$ cat src/rtl/c17_pkg.sv
// Shared constants, net bundle type and fault-override helper for the c17 benchmark.
package c17_pkg;

    localparam int unsigned NUM_NETS = 6;
    localparam int unsigned SEL_W    = 3;
    localparam int unsigned TYPE_W   = 2;

    typedef enum logic [TYPE_W-1:0] {
        FT_SA0    = 2'b00,
        FT_SA1    = 2'b01,
        FT_INV    = 2'b10,
        FT_BRIDGE = 2'b11
    } fault_type_e;

    localparam logic [SEL_W-1:0] SEL_NONE = 3'd0;
    localparam logic [SEL_W-1:0] SEL_G1   = 3'd1;
    localparam logic [SEL_W-1:0] SEL_G2   = 3'd2;
    localparam logic [SEL_W-1:0] SEL_G3   = 3'd3;
    localparam logic [SEL_W-1:0] SEL_G4   = 3'd4;
    localparam logic [SEL_W-1:0] SEL_Z1   = 3'd5;
    localparam logic [SEL_W-1:0] SEL_Z2   = 3'd6;

    typedef struct packed {
        logic g1;
        logic g2;
        logic g3;
        logic g4;
        logic z1;
        logic z2;
    } c17_nets_t;

    // Replace a net value; a bridge takes the (already faulted) g1 value.
    function automatic logic apply_fault(input logic raw,
                                         input logic [TYPE_W-1:0] ftype,
                                         input logic bridge_val);
        logic res;
        res = raw;
        case (fault_type_e'(ftype))
            FT_SA0:    res = 1'b0;
            FT_SA1:    res = 1'b1;
            FT_INV:    res = ~raw;
            FT_BRIDGE: res = bridge_val;
            default:   res = raw;
        endcase
        return res;
    endfunction

endpackage

$ cat src/rtl/c17_core.sv
// Six-NAND c17 netlist with a per-net fault override applied before fan-out.
module c17_core
    import c17_pkg::*;
(
    input  logic                i_x1,
    input  logic                i_x2,
    input  logic                i_x3,
    input  logic                i_x6,
    input  logic                i_x7,
    input  logic [NUM_NETS-1:0] i_ovr_en,
    input  logic [TYPE_W-1:0]   i_fault_type,
    output c17_nets_t           o_nets
);

    logic w_g1_raw, w_g2_raw, w_g3_raw, w_g4_raw, w_z1_raw, w_z2_raw;
    logic w_g1, w_g2, w_g3, w_g4, w_z1, w_z2;

    // Bridge on g1 resolves to its own raw value, i.e. no change.
    assign w_g1_raw = ~(i_x1 & i_x3);
    assign w_g1     = i_ovr_en[0] ? apply_fault(w_g1_raw, i_fault_type, w_g1_raw) : w_g1_raw;

    assign w_g2_raw = ~(i_x3 & i_x6);
    assign w_g2     = i_ovr_en[1] ? apply_fault(w_g2_raw, i_fault_type, w_g1) : w_g2_raw;

    assign w_g3_raw = ~(i_x2 & w_g2);
    assign w_g3     = i_ovr_en[2] ? apply_fault(w_g3_raw, i_fault_type, w_g1) : w_g3_raw;

    assign w_g4_raw = ~(w_g2 & i_x7);
    assign w_g4     = i_ovr_en[3] ? apply_fault(w_g4_raw, i_fault_type, w_g1) : w_g4_raw;

    assign w_z1_raw = ~(w_g1 & w_g3);
    assign w_z1     = i_ovr_en[4] ? apply_fault(w_z1_raw, i_fault_type, w_g1) : w_z1_raw;

    assign w_z2_raw = ~(w_g3 & w_g4);
    assign w_z2     = i_ovr_en[5] ? apply_fault(w_z2_raw, i_fault_type, w_g1) : w_z2_raw;

    assign o_nets = '{g1: w_g1, g2: w_g2, g3: w_g3, g4: w_g4, z1: w_z1, z2: w_z2};

endmodule

$ cat src/rtl/c17.sv
// c17 benchmark with fault injection, golden reference, majority vote and error flags.
module c17
    import c17_pkg::*;
#(
    parameter int unsigned FAULT_INJECT = 1
) (
    input  logic              clk,
    input  logic              rst_n,
    input  logic              x1,
    input  logic              x2,
    input  logic              x3,
    input  logic              x6,
    input  logic              x7,
    input  logic              fault_en,
    input  logic [SEL_W-1:0]  fault_sel,
    input  logic [TYPE_W-1:0] fault_type,
    output logic              z1,
    output logic              z2,
    output logic              vote,
    output logic              mismatch,
    output logic              err_sticky
);

    logic [NUM_NETS-1:0] w_ovr_en;
    c17_nets_t           w_faulty;
    c17_nets_t           w_gold;
    logic                w_mismatch;
    logic                w_vote;

    logic g1, g2, g3, g4;

    logic r_z1, r_z2, r_vote, r_mismatch, r_err_sticky;

    // One-hot override decode; selects 0 and 7 match no net.
    always_comb begin
        w_ovr_en = '0;
        for (int i = 0; i < int'(NUM_NETS); i++) begin
            w_ovr_en[i] = (FAULT_INJECT != 0) && fault_en && (fault_sel == SEL_W'(i + 1));
        end
    end

    c17_core u_faulty (
        .i_x1         (x1),
        .i_x2         (x2),
        .i_x3         (x3),
        .i_x6         (x6),
        .i_x7         (x7),
        .i_ovr_en     (w_ovr_en),
        .i_fault_type (fault_type),
        .o_nets       (w_faulty)
    );

    c17_core u_golden (
        .i_x1         (x1),
        .i_x2         (x2),
        .i_x3         (x3),
        .i_x6         (x6),
        .i_x7         (x7),
        .i_ovr_en     ('0),
        .i_fault_type (fault_type),
        .o_nets       (w_gold)
    );

    assign g1 = w_faulty.g1;
    assign g2 = w_faulty.g2;
    assign g3 = w_faulty.g3;
    assign g4 = w_faulty.g4;

    // Probe-only nets; folded here so they remain visible after elaboration.
    logic w_unused_probe;
    assign w_unused_probe = ^{g1, g2, g3, g4, w_gold.g1, w_gold.g2, w_gold.g3, w_gold.g4};

    assign w_mismatch = (w_faulty.z1 != w_gold.z1) | (w_faulty.z2 != w_gold.z2);
    assign w_vote     = (w_faulty.z1 & w_faulty.z2) | (w_faulty.z1 & x7) | (w_faulty.z2 & x7);

    always_ff @(posedge clk or negedge rst_n) begin
        if (!rst_n) begin
            r_z1         <= 1'b0;
            r_z2         <= 1'b0;
            r_vote       <= 1'b0;
            r_mismatch   <= 1'b0;
            r_err_sticky <= 1'b0;
        end else begin
            r_z1         <= w_faulty.z1;
            r_z2         <= w_faulty.z2;
            r_vote       <= w_vote;
            r_mismatch   <= w_mismatch;
            r_err_sticky <= r_err_sticky | w_mismatch;
        end
    end

    assign z1         = r_z1;
    assign z2         = r_z2;
    assign vote       = r_vote;
    assign mismatch   = r_mismatch;
    assign err_sticky = r_err_sticky;

endmodule

$ cat config.mk
export PLATFORM = sky130hd
export DESIGN_NAME = c17
export DESIGN_NICKNAME = d
export VERILOG_FILES = /design/src/rtl/c17_pkg.sv /design/src/rtl/c17_core.sv /design/src/rtl/c17.sv
export SDC_FILE = /design/constraint.sdc
export NUM_CORES = 1
export LEC_CHECK = 0
export BUFFER_PORTS_ARGS = -buffer_cell sky130_fd_sc_hd__buf_2
export CAP_MARGIN = 30
export CORE_AREA = 2 2 39 41
export DETAILED_ROUTE_END_ITERATION = 10
export DIE_AREA = 0 0 41 43
export SLEW_MARGIN = 10
export SYNTH_ARGS = -nofsm -noshare
export SYNTH_HDL_FRONTEND = slang
export SYNTH_SLANG_ARGS = --single-unit
$ cat constraint.sdc
create_clock -name clk -period 1.1 [get_ports clk]
set_clock_uncertainty 0.1 [all_clocks]
set_input_delay 0.22 -clock clk [delete_from_list [all_inputs] [get_ports clk]]
set_output_delay 0.22 -clock clk [all_outputs]
set_load 0.005 [all_outputs]
Word level (Yosys, flattened, before mapping):

Index checks and enable logic that the tools add are counted.

* register bits: 5
* bits of input ports: 13
* output and inout bits: 5
* word-level logic and storage cells: 62

* eq/ne operators: 11
* muxes and demuxes: 12
* bitwise logic cells: 27
* reductions and logical operators: 7

Operators by type and width (count)
* $pmux W1 S4: 6
* $and A1 B1 Y1: 13
* $not A1 Y1: 10
* $eq A3 B3 Y1 const B: 3
* $eq A3 B2 Y1 const B: 2
* $logic_and A1 B1 Y1: 6
* $mux W1: 6
* $eq A2 B2 Y1 const B: 2
* $or A1 B1 Y1: 4
* $eq A3 B1 Y1 const B: 1
* $eq A2 B1 Y1 const B: 1
* $logic_not A2 Y1: 1
* $ne A1 B1 Y1: 2

Longest topological paths before layout:

Gate-level depths: netlist of the first run.

* depth in word-level cells: 15
* gate-level depth with buffers: 7
* mapped depth without buffers: 7

Cells and area by module:

From an unflattened synthesis of the first run, not the netlist that was laid out.

* cells, all modules: 100
* area total of the unflattened synthesis: 694.4 µm²

By module, submodules not included
* c17_core: instances 2, cells an instance 39, area an instance 237.7 µm², sequential area each 0.0 µm²
* c17: instances 1, cells an instance 22, area an instance 219.0 µm², sequential area each 125.1 µm²

Worst setup path before layout of the first run:

No wires, ideal clock.

* path kind: in2reg
* from: in fault_sel[2]
* to: reg r_err_sticky, in the netlist err_sticky
* setup time: 0.139 ns
* arrival: 1.794 ns
* required time: 0.861 ns
* setup slack: -0.933 ns
* cell stages on the path: 7
* buffers on the path: 0
* cells stage by stage: and4bb_4 -> nand4_2 -> a31o_1 -> o21a_4 -> and2_4 -> xor2_1 -> or4_1

* word-level cells in the longest chain between the ends: 14
* elaborated cells between the ends (all ways): 35
* classes of those cells: eq/ne (8); mux (11); bitwise (10); reduce/logical (6)

RTL lines
* start, declared: RTL line c17.sv:15 `input logic [SEL_W-1:0] fault_sel,`
* $eq A3 B1 Y1: RTL line c17.sv:38 `w_ovr_en[i] = (FAULT_INJECT != 0) && fault_en && (fault_sel == SEL_W'(i + 1));`
* $logic_and A1 B1 Y1: RTL line c17.sv:38
* $mux W1: RTL line c17_core.sv:20 `assign w_g1 = i_ovr_en[0] ? apply_fault(w_g1_raw, i_fault_type, w_g1_raw) : w_g1_raw;`
* $pmux W1 S4: RTL line c17_pkg.sv:38 `case (fault_type_e'(ftype))`
* $mux W1: RTL line c17_core.sv:23 `assign w_g2 = i_ovr_en[1] ? apply_fault(w_g2_raw, i_fault_type, w_g1) : w_g2_raw;`
* $and A1 B1 Y1 (on tied branches): RTL line c17_core.sv:25, c17_core.sv:28
* $pmux W1 S4 (tied with other cells): RTL line c17_pkg.sv:38
* $mux W1 (on tied branches): RTL line c17_core.sv:26, c17_core.sv:29
* $and A1 B1 Y1 (on tied branches): RTL line c17_core.sv:31, c17_core.sv:34
* $pmux W1 S4 (tied with other cells): RTL line c17_pkg.sv:38
* $mux W1 (on tied branches): RTL line c17_core.sv:32, c17_core.sv:35
* $ne A1 B1 Y1: RTL line c17.sv:73 `assign w_mismatch = (w_faulty.z1 != w_gold.z1) | (w_faulty.z2 != w_gold.z2);`
* $or A1 B1 Y1 (*): RTL line c17.sv:73
* $or A1 B1 Y1 (*): RTL line c17.sv:88 `r_err_sticky <= r_err_sticky | w_mismatch;`
* end signal, assigned: RTL line c17.sv:88
* end, declared: RTL line c17.sv:32 `logic r_z1, r_z2, r_vote, r_mismatch, r_err_sticky;`

Every way passes the cells marked *; elsewhere a longest branch is shown, timed or not.

Final worst setup path of the first run:

Same ends and word-level chain as after synthesis.

==> flow_summary.ini, run 1 <==
[clock_tree]
cts_buffer_depth = 2
cts_tree = done
path_clk_slew_ps = 40
clk_latency_ps = 240
root_buffer = clkbuf_4
cts_buffers = 3
htree_levels = 1
clkSinkCount = 5

[route]
routed_wl_um = 1410
dr.first_iter.drc_count = 18
via_per_inst = 5.32
vias = 623
wl_per_cell_um = 12.0
drc_errors = 0
wl_met1_um = 560
drt-pass1-iter-count = 4
wl_met3_um = 82
ant_nets = 0
wl_met2_um = 760
top_layer = met4

[final_layout]
area.growth.synth_to_final_pct = 71.2
layout_commonest_cell = buf_4
fin_nets = 115
drive_above_1_share_pct = 50.5
antenna_cells = 0
final_cell_mix = buf_4 (22), buf_2 (16), nand2_1 (6)

[floorplanning]
die_h_um = 43
initial_core_util_pct = 35.4
dieArea_um2 = 1760
rows = 14
pin_count = 18
die_w_um = 41
core_area_um2 = 1380

[synthesis]
ys_seq_area_share_pct = 25.5
syn_area_um2 = 490
synth.avg_cell_area_um2 = 8.60
synth.distinct_cells = 34
synth_edf_count = 0
yosysWarnings = 0
ys_dominant_reg_cell = dfrtp_1
async_reset_ff_share_pct = 100
ys_ff_latch = 5
synth_nets = 70
syn_inst = 57

[sta]
final-max-slew-violation-count = 0
rsz0062_at_grt = yes
finalCritPeriodShare_pct = 176
fin_setup_tns_ps = -3460
hold_viol = 0
period_needed_ps = 1930
setup_viol = 5
fmax_mhz = 518
slew_headroom_pct = 76.0
max_slew.worst_pin.slew_ps = 356
finalWorstSetupSlack_ps = -832

[critical_path]
cp.arrival_ps = 1940
endpoint_kind = flip-flop
setup.worst_path.start_class = primary input
worstPathMaxFanout = 3
critPathRequiredTime_ps = 1110
cp_cell_sequence = buf_6 -> and4bb_4 -> nand4_4 -> a31o_1 -> o21a_4 -> and2_4 -> xor2_1 -> or4_1
slowest_stage = or4_1
path_class = primary input to flip-flop
cpPeakStageDelay_ps = 500

[placed_design]
gp_congestion = 0.860
portBuffers = 17
hpwl_um = 1100

[grt]
grt_pass1_vias = 629
grt_pass1_wl_um = 2350
grt_max_degree = 7
grt-ovfl-total = 0
antenna_found_initial = 0
grt_use_total_pct = 19.1

[power]
p_leak_uw = 0.000372
p_per_area_nw_per_um2 = 856
vdd_ir_drop_max_mv = 0.308
p_total_uw = 719

[min_path]
hold_path_class = primary input to asynchronous set/reset pin

[status]
violations = negative setup slack
status = finished, violations left

[flow_run]
max-cap-violations = 0
==> Yosys cell counts (all sizes together), types with 2 or more instances <==
cell / n / share of area, %
a31oi: 2 / 2.6
nand3: 4 / 4.1
nor2: 3 / 2.3
nand2b: 2 / 2.6
nor3: 3 / 3.1
nand2: 6 / 4.6
o21ai: 3 / 3.1
dfrtp: 5 / 26
nand4: 2 / 3.8
xor2: 2 / 3.6
xnor2: 2 / 3.6
inv: 2 / 1.5
==> power breakdown <==
part	switching, uW	internal [uW]
registers	4.58	206
logic	132	169
clock network	70.2	137
total	207	512
==> through the flow <==
stage                     hold WS, ps  area (um^2)  std cells  worst slack, ps  util (%)
after floorplan                  -176          492         57             -913         -
after global placement          -66.8          747        110            -1050      54.0
after detailed placement        -59.6          747        110            -1090      54.0
after CTS                         224          813        117             -817      58.8
after global routing              247          840        117             -895      60.7
final                             229          840        117             -832      60.7
==> critical path: cells and delay by family <==
| kind | cells | cell delay (ps) |
|---|---|---|
| simple gates | 4 | 1080 |
| xor+xnor | 1 | 160 |
| buf+inv | 1 | 90 |
| compound gates | 2 | 380 |
==> worst paths after layout <==
check / start / to / slack [ps] / cells after the start
worst max-delay path: fault_sel[2] / err_sticky / -830 / 8
worst min-delay path: rst_n / vote / 230 / 2
worst max register to register: err_sticky / err_sticky / 0 / 1
worst min register to register: err_sticky / err_sticky / 360 / 1
max in group asynchronous: rst_n / mismatch / 540 / 2
min in group clk: x7 / vote / 330 / 3
==> final cells by class <==
class	instances	area (um^2)
flip-flops and latches	5	125
repair buffers	40	267
fillers	129	544
clock buffers	4	26.3
well taps	16	20.0
multi-input cells	50	394
inverters	2	7.51
==> per-layer routing <==
layer / up-vias / global-route usage, %
li1: 309 / -
met1: 290 / 21.1
met2: 22 / 32.5
met3: 2 / 3.66
met4: 0 / 9.33
met5: - / 0
==> cell families after synthesis <==
kind of cell	count (synthesis)	share of synthesized area, %
adder cells (fa/ha/maj)	1	2.04
buffers and inverters	2	1.53
multiplexers	1	2.04
flip-flops	5	25.5
AND/OR/NAND/NOR	27	33.4
XOR/XNOR	4	7.14
AO/OA/AOI/OAI	17	28.3
==> flip-flops by register name, indices dropped and copies added (netlist names) <==
signal and cells:
err_sticky 1, mismatch 1, vote 1, z1 1, z2 1
==> what timing repair did <==
| item | 4_1_cts | 5_1_grt |
|---|---|---|
| resized for setup | 2 | 4 |
| setup buffers | 2 | 0 |
| hold buffers | 1 | 0 |
| setup endpoints to repair | 5 | 5 |
| hold endpoints to repair | 5 | 0 |
| pin swaps | 6 | 2 |
No activity file was read; power rests on OpenSTA's default activity.
==> run 2: changes to the inputs <==
Clock period 1.1 ns to 1.7 ns, I/O delays scaled along.
==> flow_summary.ini, run 2 (synthesis gave the netlist of run 1 again) <==
[status]
status = finished, violations left
violations = negative setup slack

[sta]
slew_headroom_pct = 76.0
setup_viol = 4
max_slew.worst_pin.slew_ps = 356
rsz0062_at_grt = yes
fmax_mhz = 487
whs_ps = 349
final-max-slew-violation-count = 0
finalWorstSetupSlack_ps = -352
hold_viol = 0
period_needed_ps = 2050
finalCritPeriodShare_pct = 121

[critical_path]
reg2reg_depth = 1
r2r-end = err_sticky
endpoint_kind = flip-flop
reg2reg_slack_ps = 600
r2r-start = err_sticky
cp_cell_sequence = buf_6 -> and4bb_4 -> nand4_4 -> a31o_1 -> o21a_4 -> and2_4 -> xor2_1 -> or4_1
path_delay_family = simple AND/OR/NAND/NOR gates
setup.worst_path.start_class = primary input
worst-path-buf-inv = 1
path_class = primary input to flip-flop
cp.arrival_ps = 2060
worstPathMaxFanout = 3
cpPeakStageDelay_ps = 500
critPathRequiredTime_ps = 1710
slowest_stage = or4_1

[route]
dr.first_iter.drc_count = 18
vias = 623
routed_wl_um = 1410
wl_per_cell_um = 12.0
drc_errors = 0
via_per_inst = 5.32
drt-pass1-iter-count = 4
ant_nets = 0

[clock_tree]
path_clk_slew_ps = 40
cts_tree = done
root_buffer = clkbuf_4
cts_buffers = 3
clk_latency_ps = 240
cts_buffer_depth = 2
clkSinkCount = 5
htree_levels = 1

[grt]
grt.busiest_layer = met2
grt_pass1_wl_um = 2350
grt_use_total_pct = 19.1
globalRouteMet3Util_pct = 3.66
antenna_found_initial = 0
grt_pass1_vias = 629
grt-ovfl-total = 0
grt_max_degree = 7
grt.met1_usage_pct = 21.1
met2_usage_pct = 32.5

[final_layout]
stdcell_count = 117
fin_nets = 115
antenna_cells = 0
area.growth.synth_to_final_pct = 71.2
nFillCells = 129
fin_area_um2 = 840
layout_commonest_cell = buf_4
regArea_um2 = 125
final_cell_mix = buf_4 (22), buf_2 (16), nand2_1 (6)
multiInputGateArea_um2 = 394
drive_above_1_share_pct = 50.5
utilization_pct = 60.7

[flow_run]
max-cap-violations = 0

[floorplanning]
core_area_um2 = 1380
die_w_um = 41
rows = 14
dieArea_um2 = 1760
initial_core_util_pct = 35.4
pin_count = 18
die_h_um = 43

[power]
switchingPower_uw = 134
p_seq_share_pct = 29.3
switching_share_pct = 28.8
p_int_uw = 331
p_leak_uw = 0.000372
p_per_area_nw_per_um2 = 554
vdd_ir_drop_max_mv = 0.199
comb_power_share_pct = 41.9
clkPwrFrac_pct = 28.8

[placed_design]
portBuffers = 17
place_inst = 110
gp_congestion = 0.861
pre_cts_ws_ps = -612
place_area_um2 = 747
hpwl_um = 1100

[min_path]
hold_path_class = primary input to asynchronous set/reset pin
[run 2: cell counts in the layout (fill, tap and decap cells not counted)]
Identical to the previous run, type by type.
[run 2: metrics by stage]
stage                     setup TNS, ps  power (uW)
after detailed placement          -2180         310
after global placement            -1960         307
after CTS                         -1000         463
after floorplan                    -911         216
final                             -1080         465
after global routing              -1360         501
[run 2: area by class of cell]
type / count / area share (%)
Sequential cell: 5 / 14.9
Multi-Input combinational cell: 50 / 46.9
Tap cell: 16 / 2.38
Clock buffer: 4 / 3.13
Inverter: 2 / 0.894
Timing Repair Buffer: 40 / 31.7
[run 2: worst max-delay path by stage]
stage                  from         end  slack (ps)  cells after the start
2_1_floorplan  fault_sel[0]  err_sticky        -430                      7
3_5_place_dp   fault_sel[0]  err_sticky        -610                      8
5_1_grt        fault_sel[2]  err_sticky        -410                      8
4_1_cts        fault_sel[2]  err_sticky        -340                      8
3_3_place_gp   fault_sel[0]  err_sticky        -570                      8
6_report       fault_sel[2]  err_sticky        -350                      8
[run 2: power by group through the flow]
stage	clock [uW]	combinational (uW)	sequential, uW
2_1_floorplan	0	75.0	141
3_3_place_gp	0	169	138
3_5_place_dp	0	171	138
4_1_cts	141	185	137
5_1_grt	148	214	139
6_report	134	195	136
[run 2: layer usage]
metal	part of all wire (%)	vias up
met3	5.8	2
met1	40	290
met4	0.28	0
met2	54	22
li1	-	309
met5	0	-
[run 2: what timing repair did]
item                       4_1_cts  5_1_grt
setup endpoints to repair        4        5
setup buffers                    2        0
cloned                           0        0
hold endpoints to repair         5        0
hold buffers                     1        0
pin swaps                        6        2
resized for setup                2        4
